### src/rtl/ram_dp_writer_if.sv
// ----------------------------------------------------------------------------
// ram_dp_writer_if
//   Bundles the download byte stream (loader -> writer) and the RAM write port
//   (writer -> RAM) of ram_dp_writer.
//
//   Handshake: a download byte moves on a rising clock edge where both
//   dl_valid and dl_ready are high. dl_data and dl_last are only meaningful
//   while dl_valid is high. The loader may not make dl_valid depend on
//   dl_ready. dl_ready may drop at any time, and a byte offered while
//   dl_ready is low is simply not taken.
//
//   Signals:
//     dl_valid  loader has a byte on dl_data
//     dl_ready  writer can take a byte this cycle (combinational)
//     dl_data   download byte
//     dl_last   final byte of the current download
//     wa        RAM write address
//     wd        RAM write data
//     we        RAM write enable
//
//   Modports:
//     master  the loader/RAM side (drives dl_*, observes the write port)
//     slave   the writer itself
// ----------------------------------------------------------------------------
interface ram_dp_writer_if #(
  parameter int AW = 17,
  parameter int DW = 8
);
  logic          dl_valid;
  logic          dl_ready;
  logic [DW-1:0] dl_data;
  logic          dl_last;
  logic [AW-1:0] wa;
  logic [DW-1:0] wd;
  logic          we;

  modport master (
    output dl_valid,
    input  dl_ready,
    output dl_data,
    output dl_last,
    input  wa,
    input  wd,
    input  we
  );

  modport slave (
    input  dl_valid,
    output dl_ready,
    input  dl_data,
    input  dl_last,
    output wa,
    output wd,
    output we
  );
endinterface

### src/rtl/ram_dp_writer.sv
// ----------------------------------------------------------------------------
// ram_dp_writer
//   Write-side controller for the dual-port video/program RAM. Turns a
//   download byte stream into RAM write cycles and provides a clear engine
//   that fills the whole address space with CLEAR_VAL.
//
//   Optional feature (macro RAM_WRITER_CSUM_EN): a 16-bit running sum of the
//   accepted download bytes, reported with the download done pulse.
//
//   Parameters:
//     AW         RAM address width (2^AW bytes)
//     DW         data width (the checksum assumes DW <= 16)
//     CLEAR_VAL  fill value written by the clear engine
//
//   Ports:
//     clk          RAM write clock, everything on its rising edge
//     reset_n      asynchronous active-low reset
//     start_clear  one-cycle request for a full-RAM clear
//     bus          download stream + RAM write port (ram_dp_writer_if.slave)
//     busy         high while the clear engine runs
//     done         one-cycle pulse at the end of a clear or a download
//     overflow     sticky: a download ran past the top address and wrapped
//     state_dbg    current FSM state (IDLE/CLEAR/FINISH encoding below)
//     csum         (RAM_WRITER_CSUM_EN) running sum of download bytes
//     csum_valid   (RAM_WRITER_CSUM_EN) pulse with the final sum, with done
//
//   Write latency is one cycle: a byte accepted on edge N appears on
//   wa/wd/we after edge N. wa/wd hold their last values while we is low.
// ----------------------------------------------------------------------------
module ram_dp_writer #(
  parameter int            AW        = 17,
  parameter int            DW        = 8,
  parameter logic [DW-1:0] CLEAR_VAL = '0
) (
  input  logic                clk,
  input  logic                reset_n,
  input  logic                start_clear,
  ram_dp_writer_if.slave      bus,
  output logic                busy,
  output logic                done,
  output logic                overflow,
  output logic [1:0]          state_dbg
`ifdef RAM_WRITER_CSUM_EN
  ,
  output logic [15:0]         csum,
  output logic                csum_valid
`endif
);

  localparam logic [1:0] ST_IDLE   = 2'd0;
  localparam logic [1:0] ST_CLEAR  = 2'd1;
  localparam logic [1:0] ST_FINISH = 2'd2;

  localparam logic [AW-1:0] PTR_TOP = '1;

  logic [1:0]    state;
  logic [AW-1:0] ptr;
  logic [AW-1:0] wa_q;
  logic [DW-1:0] wd_q;
  logic          we_q;
  logic          busy_q;
  logic          done_q;
  logic          ovf_q;

  logic          dl_ready_c;
  logic          accept;

  // A clear request in the same cycle as a download byte wins: ready is
  // dropped so the byte stays with the loader.
  assign dl_ready_c = (state == ST_IDLE) && !start_clear;
  assign accept     = bus.dl_valid && dl_ready_c;

  assign bus.dl_ready = dl_ready_c;
  assign bus.wa       = wa_q;
  assign bus.wd       = wd_q;
  assign bus.we       = we_q;
  assign busy         = busy_q;
  assign done         = done_q;
  assign overflow     = ovf_q;
  assign state_dbg    = state;

  always_ff @(posedge clk or negedge reset_n) begin
    if (!reset_n) begin
      state  <= ST_IDLE;
      ptr    <= '0;
      wa_q   <= '0;
      wd_q   <= '0;
      we_q   <= 1'b0;
      busy_q <= 1'b0;
      done_q <= 1'b0;
      ovf_q  <= 1'b0;
    end else begin
      // Single-cycle strobes; re-asserted below only when a cycle needs them.
      we_q   <= 1'b0;
      done_q <= 1'b0;

      case (state)
        ST_IDLE: begin
          if (start_clear) begin
            state  <= ST_CLEAR;
            ptr    <= '0;
            busy_q <= 1'b1;
            ovf_q  <= 1'b0;
          end else if (accept) begin
            we_q <= 1'b1;
            wa_q <= ptr;
            wd_q <= bus.dl_data;
            if (bus.dl_last) begin
              // Next download starts again at address 0.
              ptr    <= '0;
              done_q <= 1'b1;
            end else begin
              // Wrapping only counts as overflow when more data follows.
              if (ptr == PTR_TOP) begin
                ovf_q <= 1'b1;
              end
              ptr <= ptr + 1'b1;
            end
          end
        end

        ST_CLEAR: begin
          we_q <= 1'b1;
          wa_q <= ptr;
          wd_q <= CLEAR_VAL;
          ptr  <= ptr + 1'b1;
          if (ptr == PTR_TOP) begin
            state <= ST_FINISH;
          end
        end

        ST_FINISH: begin
          busy_q <= 1'b0;
          done_q <= 1'b1;
          ptr    <= '0;
          state  <= ST_IDLE;
        end

        default: begin
          state  <= ST_IDLE;
          ptr    <= '0;
          busy_q <= 1'b0;
        end
      endcase
    end
  end

`ifdef RAM_WRITER_CSUM_EN
  logic [15:0] csum_q;
  logic        csum_valid_q;
  logic [15:0] csum_base;

  // The sum is held for the done cycle and restarts from zero afterwards;
  // a byte accepted in that same cycle becomes the first term of the next sum.
  assign csum_base = csum_valid_q ? 16'h0000 : csum_q;

  always_ff @(posedge clk or negedge reset_n) begin
    if (!reset_n) begin
      csum_q       <= '0;
      csum_valid_q <= 1'b0;
    end else begin
      csum_valid_q <= 1'b0;
      if (state == ST_IDLE && start_clear) begin
        csum_q <= '0;
      end else if (accept) begin
        csum_q <= csum_base + 16'(bus.dl_data);
        if (bus.dl_last) begin
          csum_valid_q <= 1'b1;
        end
      end else begin
        csum_q <= csum_base;
      end
    end
  end

  assign csum       = csum_q;
  assign csum_valid = csum_valid_q;
`endif

endmodule

### src/flat_wrapper.sv
// flat-port wrapper written by rule: the top's interface ports become plain ports
module ram_dp_writer_flat 
#(
  parameter int            AW        = 17,
  parameter int            DW        = 8,
  parameter logic [DW-1:0] CLEAR_VAL = '0
)
  (clk, reset_n, start_clear, busy, done, overflow, state_dbg, bus_dl_valid, bus_dl_ready, bus_dl_data, bus_dl_last, bus_wa, bus_wd, bus_we);
  ram_dp_writer_if #(.AW(AW), .DW(DW)) bus_i ();
  input  logic clk;
  input  logic reset_n;
  input  logic start_clear;
  output logic busy;
  output logic done;
  output logic overflow;
  output logic [1:0] state_dbg;
  input wire logic [$bits(bus_i.dl_valid)-1:0] bus_dl_valid;
  output wire logic [$bits(bus_i.dl_ready)-1:0] bus_dl_ready;
  input wire logic [$bits(bus_i.dl_data)-1:0] bus_dl_data;
  input wire logic [$bits(bus_i.dl_last)-1:0] bus_dl_last;
  output wire logic [$bits(bus_i.wa)-1:0] bus_wa;
  output wire logic [$bits(bus_i.wd)-1:0] bus_wd;
  output wire logic [$bits(bus_i.we)-1:0] bus_we;
  assign bus_i.dl_valid = bus_dl_valid;
  assign bus_dl_ready = bus_i.dl_ready;
  assign bus_i.dl_data = bus_dl_data;
  assign bus_i.dl_last = bus_dl_last;
  assign bus_wa = bus_i.wa;
  assign bus_wd = bus_i.wd;
  assign bus_we = bus_i.we;
  ram_dp_writer #(.AW(AW), .DW(DW), .CLEAR_VAL(CLEAR_VAL)) u_core (.clk(clk), .reset_n(reset_n), .start_clear(start_clear), .bus(bus_i), .busy(busy), .done(done), .overflow(overflow), .state_dbg(state_dbg));
endmodule
### config.mk
export PLATFORM = sky130hd
export DESIGN_NAME = ram_dp_writer_flat
export DESIGN_NICKNAME = d
export VERILOG_FILES = /design/src/rtl/ram_dp_writer_if.sv /design/src/rtl/ram_dp_writer.sv /design/src/flat_wrapper.sv
export SDC_FILE = /design/constraint.sdc
export NUM_CORES = 1
export LEC_CHECK = 0
export ABC_CLOCK_PERIOD_IN_PS = 2200
export CORE_AREA = 2 2 86 88
export CTS_CLUSTER_SIZE = 28
export DETAILED_ROUTE_END_ITERATION = 12
export DIE_AREA = 0 0 88 90
export GPL_TIMING_DRIVEN = 0
export SYNTH_ARGS = -nofsm -noshare
export SYNTH_HDL_FRONTEND = slang
export SYNTH_SLANG_ARGS = --single-unit
### constraint.sdc
create_clock -name clk -period 2.2 [get_ports clk]
set_clock_uncertainty 0.2 [all_clocks]
set_input_delay 0.33 -clock clk [delete_from_list [all_inputs] [get_ports clk]]
set_output_delay 0.33 -clock clk [all_outputs]
set_load 0.02 [all_outputs]
==> metrics.md, run 1 <==
| Metric | Value |
|---|---|
| Outcome | completed |
| CP Launch Type | primary input |
| TritonCTS clock tree | done |
| Max VDD drop | 0.4195 mV |
| Critical path's slowest cell | clkdlybuf4s50_1 |
| RSZ-0062 raised after global routing | false |
| Crit. End Element | register |
| Post-Layout Cell Count | 344 |
| Routability Congestion | 0.7769 |
| Final Slew Violations | 0 |
| Antenna Cells | 0 |
| Syn Area/Cell | 10.73 um2 |
| R2R Setup Slk | 0.18 ns |
| Min Tclk post-route | 2.056 ns |
| R2r endpoint | u_core.ptr[14] |
| Total routed wirelength | 4342 um |
| Max frequency | 486.3 MHz |
| Unique masters post-synth | 29 |
| CP Cell Sequence | clkdlybuf4s50_1 > nor2b_1 > o21bai_1 > buf_2 > clkbuf_4 > mux2_2 |
| Crit-path max FO | 10 |
| Post-synth top area cell | dfrtp_1 |
| Placed insts | 336 |
| Post-synth top flop | dfrtp_1 |
| Initial antenna violation count | 0 |
| Vias | 1,571 |
| Die extent in y | 90 um |
| Core Util, Final | 0.3930 |
| Cell count after synthesis | 192 |
| Slew margin rel. | 0.6095 |
| Setup crit start | bus_dl_valid |
| Syn nets | 207 |
| Initial DRC Count | 88 |
| Vias in the first global route | 1,568 |
| Post-DP HPWL | 3206 um |
| Largest cells by area after synthesis | dfrtp_1 (58%), mux2_2 (8.2%), nand2_1 (4.2%) |
| CTS max path bufs | 2 |
| Row count | 31 |
| Worst Hold Class | in2reg |
| Seq/Total Area, Yosys | 0.5832 |
| H-tree Lvls | 2 |
| Fin nets | 260 |
| Total gr overflow | 0 |
| Max_cap viols | 0 |
| Port buffer count | 44 |
| Post-route DRC | 0 |
| Final period utilization | 0.9348 |
| Reg clk slew, reported paths | 0.08 ns |
| Post-synth EDFFs | 0 |
| Post-CTS setup buffer count | 0 |
| Count of final hold-check violations | 0 |
| Tot GR Track Use | 0.1194 |
| Least-Margin Pin Slew | 0.5805 ns |
| Power per cell area | 815.8 nW/um2 |
| WP data required | 2.18 ns |
| RR Startpoint | u_core.ptr[0] |
| Total CTS buffers | 5 |
| Mapped cell area | 2059 um2 |
| Synth top area share | 0.5832 |
| Clock Sinks | 48 |
| Crit path to | u_core.bus.wa[3] |
| Die width | 88 um |
| DRT Pass-1 Iters | 4 |
| Largest net degree at the start of global routing | 28 |
| Core region area | 7020 um2 |
| Die area | 7920 um2 |
| Antenna Violating Nets Remaining | 0 |
| Layout cell share with drive strength beyond 1 | 0.1265 |
| Yosys warns | 0 |
| CP arrival | 2.04 ns |
| Clk Latency, worst-skew pair | 0.29 ns |
| Most frequent cells in the layout | dfrtp_1 (48), clkdlybuf4s50_1 (41), nand2_1 (23), o21ai_0 (17) |
| I/O Pins | 45 |
| Root Buffer | clkbuf_8 |
| Leakage | 1.146 nW |
| Asr flop ratio synth | 1.000 |
| Setup CP Type | in2reg |
| Area Growth Syn to Fin | 33.96% |
| Final setup vio count | 0 |
| Final TNS setup | 0 ns |
| Most common library cell in the layout ignoring fill and taps | dfrtp_1 |
| Wirelength per Cell | 12.62 um |
| FF+latch count, synth | 48 |
| Initial Util | 0.2934 |
| Worst Reg-to-Reg Cells | 5 |
| First-pass GRT wire length | 7507 um |
| Vias per cell | 4.567 |
| CP max stage delay | 0.50 ns |
-- how the worst min path moves through the flow --
stage	from	end	slack, ns	cells past startpoint
3_3_place_gp	u_core.bus.wd[5]	u_core.bus.wd[5]	0.27	2
3_5_place_dp	reset_n	u_core.bus.wa[13]	0.14	1
2_1_floorplan	reset_n	u_core.bus.wa[0]	-0.17	0
4_1_cts	u_core.bus.wd[3]	u_core.bus.wd[3]	0.29	2
5_1_grt	start_clear	u_core.overflow	0.26	2
6_report	start_clear	u_core.overflow	0.25	2
-- area by class of cell --
cell class,count,area (um2)
inverters,6,22.52
well taps,99,123.9
flip-flops and latches,48,1201
plain buffers,9,41.29
clock buffers,7,96.34
repair buffers,46,466.7
fillers,695,4262
multi-input cells,129,807.0
-- per-stage QoR --
| stage | hold WS [ns] | instance area [um2] | total power [mW] | worst slack [ns] |
|---|---|---|---|---|
| 6_report | 0.2497 | 2759 | 2.251 | 0.1435 |
| 5_1_grt | 0.2628 | 2759 | 2.393 | 0.01493 |
| 4_1_cts | 0.2936 | 2744 | 2.296 | 0.03989 |
| 3_5_place_dp | 0.1401 | 2639 | 1.717 | -0.2589 |
| 3_3_place_gp | 0.2658 | 2624 | 1.699 | -0.7876 |
| 2_1_floorplan | -0.1656 | 2059 | 1.447 | 0.2503 |
-- sequential cells by signal, indices dropped and copies added, names as in the netlist --
| signal | cells |
|---|---|
| u_core.ptr | 17 |
| u_core.bus.wa | 17 |
| u_core.bus.wd | 8 |
| u_core.busy | 1 |
| u_core.done | 1 |
| u_core.overflow | 1 |
| u_core.bus.we | 1 |
| u_core.state_dbg | 2 |
-- worst max-delay path: cells and delay by family --
family	cells	cell delay [ns]
buf+inv	3	1.02
mux	1	0.35
simple gates	1	0.20
compound gates	1	0.13
-- cell families after synthesis --
kind of cell / after synthesis / share of synthesized area
buffers and inverters: 15 / 0.02916
muxes: 15 / 0.08202
DFF: 48 / 0.5832
AOI/OAI and AO/OA: 38 / 0.1057
xor gates and xnor gates: 6 / 0.02552
adders and majority gates: 2 / 0.01215
and+or+nand+nor: 68 / 0.1622
-- report_power, final --
| group | switching, mW | leakage (nW) | internal [mW] |
|---|---|---|---|
| registers | 0.134 | 0.621 | 1.03 |
| logic | 0.255 | 0.475 | 0.273 |
| clock network | 0.278 | 0.0503 | 0.280 |
-- layer usage --
| layer | wire length [um] | track usage | up-vias |
|---|---|---|---|
| met4 | 65 | 0.03846 | 0 |
| li1 | - | - | 770 |
| met5 | 0 | 0 | - |
| met1 | 2034 | 0.1583 | 769 |
| met2 | 2068 | 0.1856 | 26 |
| met3 | 173 | 0.03581 | 6 |
-- synth_stat cells (all sizes together) (2+ instances only) --
cell type	instances
dfrtp	48
nand2	23
o21ai	17
mux2	15
nor2	15
a21oi	12
or3	8
clkbuf	6
inv	6
nand3	5
xnor2	5
nand4	4
nor4	4
buf	3
nor3	3
a211oi	2
a22o	2
ha	2
nand2b	2
o21bai	2
-- repair_timing --
| item | 4_1_cts | 5_1_grt |
|---|---|---|
| hold buffers | 1 | 0 |
| hold endpoints to repair | 21 | 0 |
| resized for setup | 1 | 5 |
| setup endpoints to repair | 1 | 13 |
Power figures use the tool's default switching activity.
==> inputs of run 2 (changes only) <==
--- a/config.mk
+++ b/config.mk
@@ -11,6 +11,7 @@
 export DETAILED_ROUTE_END_ITERATION = 12
 export DIE_AREA = 0 0 88 90
 export GPL_TIMING_DRIVEN = 0
+export SLEW_MARGIN = 20
 export SYNTH_ARGS = -nofsm -noshare
 export SYNTH_HDL_FRONTEND = slang
 export SYNTH_SLANG_ARGS = --single-unit
==> constraint.sdc (replaced) <==
create_clock -name clk -period 2.2 [get_ports clk]
set_clock_uncertainty 0.2 [all_clocks]
set_input_delay 0.33 -clock clk [delete_from_list [all_inputs] [get_ports clk]]
set_output_delay 0.33 -clock clk [all_outputs]
set_load 0.05 [all_outputs]
==> run 2 against run 1 <==
Via count about the same; register-to-register slack lost 0.05 ns; highest routed layer unchanged; worst setup slack got worse by 0.039 ns; cell area rose by 0.95%; routed wire length increased by 1.3%; count of clock-buffer cells in the layout up 1; first-iteration DRC count is 6.8% lower.
==> metrics.md, run 2 (synthesis results as in run 1) <==
| Metric | Value |
|---|---|
| Slew margin rel. | 0.6290 (was 0.6095) |
| Leakage | 1.151 nW (was 1.146 nW) |
| Clock Power Share | 0.225 (was 0.248) |
| DRT Pass-1 Iters | 4 (unchanged) |
| Total gr overflow | 0 (unchanged) |
| Final Slew Violations | 0 (unchanged) |
| Clock Sinks | 48 (unchanged) |
| Initial Util | 0.2934 (unchanged) |
| CP Launch Type | register (was primary input) |
| Tot GR Track Use | 0.1205 (was 0.1194) |
| Port buffer count | 44 (unchanged) |
| Vias per cell | 4.543 (was 4.567) |
| Root Buffer | clkbuf_8 (unchanged) |
| Post-route DRC | 0 (unchanged) |
| Most common library cell in the layout ignoring fill and taps | dfrtp_1 (unchanged) |
| Antenna Violating Nets Remaining | 0 (unchanged) |
| Vias | 1,572 (was 1,571) |
| Final period utilization | 0.9526 (was 0.9348) |
| Fin nets | 261 (was 260) |
| Total routed wirelength | 4400 um (was 4342 um) |
| H-tree Lvls | 2 (unchanged) |
| Row count | 31 (unchanged) |
| Least-Margin Pin Slew | 0.5514 ns (was 0.5805 ns) |
| Vias in the first global route | 1,603 (was 1,568) |
| Min Tclk post-route | 2.096 ns (was 2.056 ns) |
| Largest net degree at the start of global routing | 31 (was 28) |
| TritonCTS clock tree | done (unchanged) |
| Outcome | completed (unchanged) |
| Switching Share | 0.3531 (was 0.2966) |
| Crit-path max FO | 10 (unchanged) |
| Max VDD drop | 0.5369 mV (was 0.4195 mV) |
| Post-DP HPWL | 3233 um (was 3206 um) |
| Worst Hold Class | in2async (was in2reg) |
| Layout cell share with drive strength beyond 1 | 0.1336 (was 0.1265) |
| Core Util, Final | 0.3967 (was 0.3930) |
| First-pass GRT wire length | 7569 um (was 7507 um) |
| Die area | 7920 um2 (unchanged) |
| Reg clk slew, reported paths | 0.09 ns (was 0.08 ns) |
| Post-Layout Cell Count | 346 (was 344) |
| Area Growth Syn to Fin | 35.24% (was 33.96%) |
| Initial DRC Count | 82 (was 88) |
| Setup CP Type | reg2out (was in2reg) |
| Placed insts | 337 (was 336) |
| Net Sw Power | 0.8535 mW (was 0.6675 mW) |
| I/O Pins | 45 (unchanged) |
| Crit. End Element | output port (was register) |
| Core region area | 7020 um2 (unchanged) |
| Wirelength per Cell | 12.72 um (was 12.62 um) |
| Most frequent cells in the layout | dfrtp_1 (48), clkdlybuf4s50_1 (41), nand2_1 (23), o21ai_0 (17) (unchanged) |
| Pint | 1.564 mW (was 1.583 mW) |
| Total CTS buffers | 5 (unchanged) |
| Post-CTS setup buffer count | 0 (unchanged) |
| Clk Latency, worst-skew pair | 0.30 ns (was 0.29 ns) |
| Final setup vio count | 0 (unchanged) |
| Gate power share | 0.293 (was 0.235) |
| WP data required | 1.67 ns (was 2.18 ns) |
| Die width | 88 um (unchanged) |
| Initial antenna violation count | 0 (unchanged) |
| Max_cap viols | 0 (unchanged) |
| Count of final hold-check violations | 0 (unchanged) |
| Antenna Cells | 0 (unchanged) |
| Die extent in y | 90 um (unchanged) |
| Max frequency | 477.2 MHz (was 486.3 MHz) |
| Power per cell area | 868.0 nW/um2 (was 815.8 nW/um2) |
| CP arrival | 1.57 ns (was 2.04 ns) |
| Routability Congestion | 0.7980 (was 0.7769) |
| RSZ-0062 raised after global routing | false (unchanged) |
| CTS max path bufs | 2 (unchanged) |
| Sequential Power Share | 0.482 (was 0.517) |
## run 2: cell type report
class | instances | area, um2
fill | 694 | 4235
inverter | 6 | 22.52
tap | 99 | 123.9
clock buffer | 8 | 90.09
multi-input combinational | 129 | 812.0
sequential | 48 | 1201
timing repair buffer | 47 | 496.7
buffer | 9 | 38.79
## run 2: final timing paths
check | from | endpoint | slack (ns) | cells past startpoint
setup reg to reg | u_core.state_dbg[0] | u_core.bus.wa[2] | 0.13 | 5
hold / removal | reset_n | u_core.bus.wa[13] | 0.14 | 2
max in group asynchronous | reset_n | u_core.bus.wa[0] | 1.15 | 4
min in group clk | start_clear | u_core.overflow | 0.26 | 2
hold reg to reg | u_core.bus.wd[3] | u_core.bus.wd[3] | 0.29 | 2
setup / recovery | u_core.state_dbg[0] | bus_dl_ready | 0.10 | 3
## run 2: what timing repair did
| action | CTS | global route |
|---|---|---|
| endpoints found under the setup margin | 1 | 16 |
| hold buffers | 1 | 0 |
| hold endpoints to repair | 30 | 0 |
| resized for setup | 3 | 4 |
## run 2: power by group through the flow
stage	sequential (mW)	combinational [mW]	clock [mW]
global route	1.19	0.757	0.602
global placement	1.18	0.692	0
finish	1.16	0.709	0.544
CTS	1.17	0.719	0.556
detailed placement	1.19	0.711	0
floorplan	1.41	0.203	0
## run 2: per-layer routing
metal  routed length, um  up-vias  track usage
li1                    -      776            -
met1                2123      760       0.1612
met2                2056       31       0.1869
met3                 171        5      0.03765
met4                  48        0      0.03462
met5                   0        -            0
## run 2: stage by stage
stage / power [mW] / TNS (ns) / area [um2] / setup slack, ns / hold slack [ns]
after floorplan: 1.618 / 0 / 2064 / 0.03106 / -0.1656
after global placement: 1.872 / -43.82 / 2629 / -0.7849 / 0.2630
after detailed placement: 1.897 / -6.185 / 2671 / -0.2886 / -0.06827
after CTS: 2.442 / 0 / 2773 / 0.02067 / 0.1370
after global routing: 2.552 / 0 / 2785 / 0.005395 / 0.1582
final: 2.417 / 0 / 2785 / 0.1044 / 0.1414
## run 2: worst max-delay path, cell delays in order, from the launching register on
cell and delay [ns]:
dfrtp_1 0.43, clkbuf_1 0.24, nor3_2 0.21, clkdlybuf4s15_2 0.39
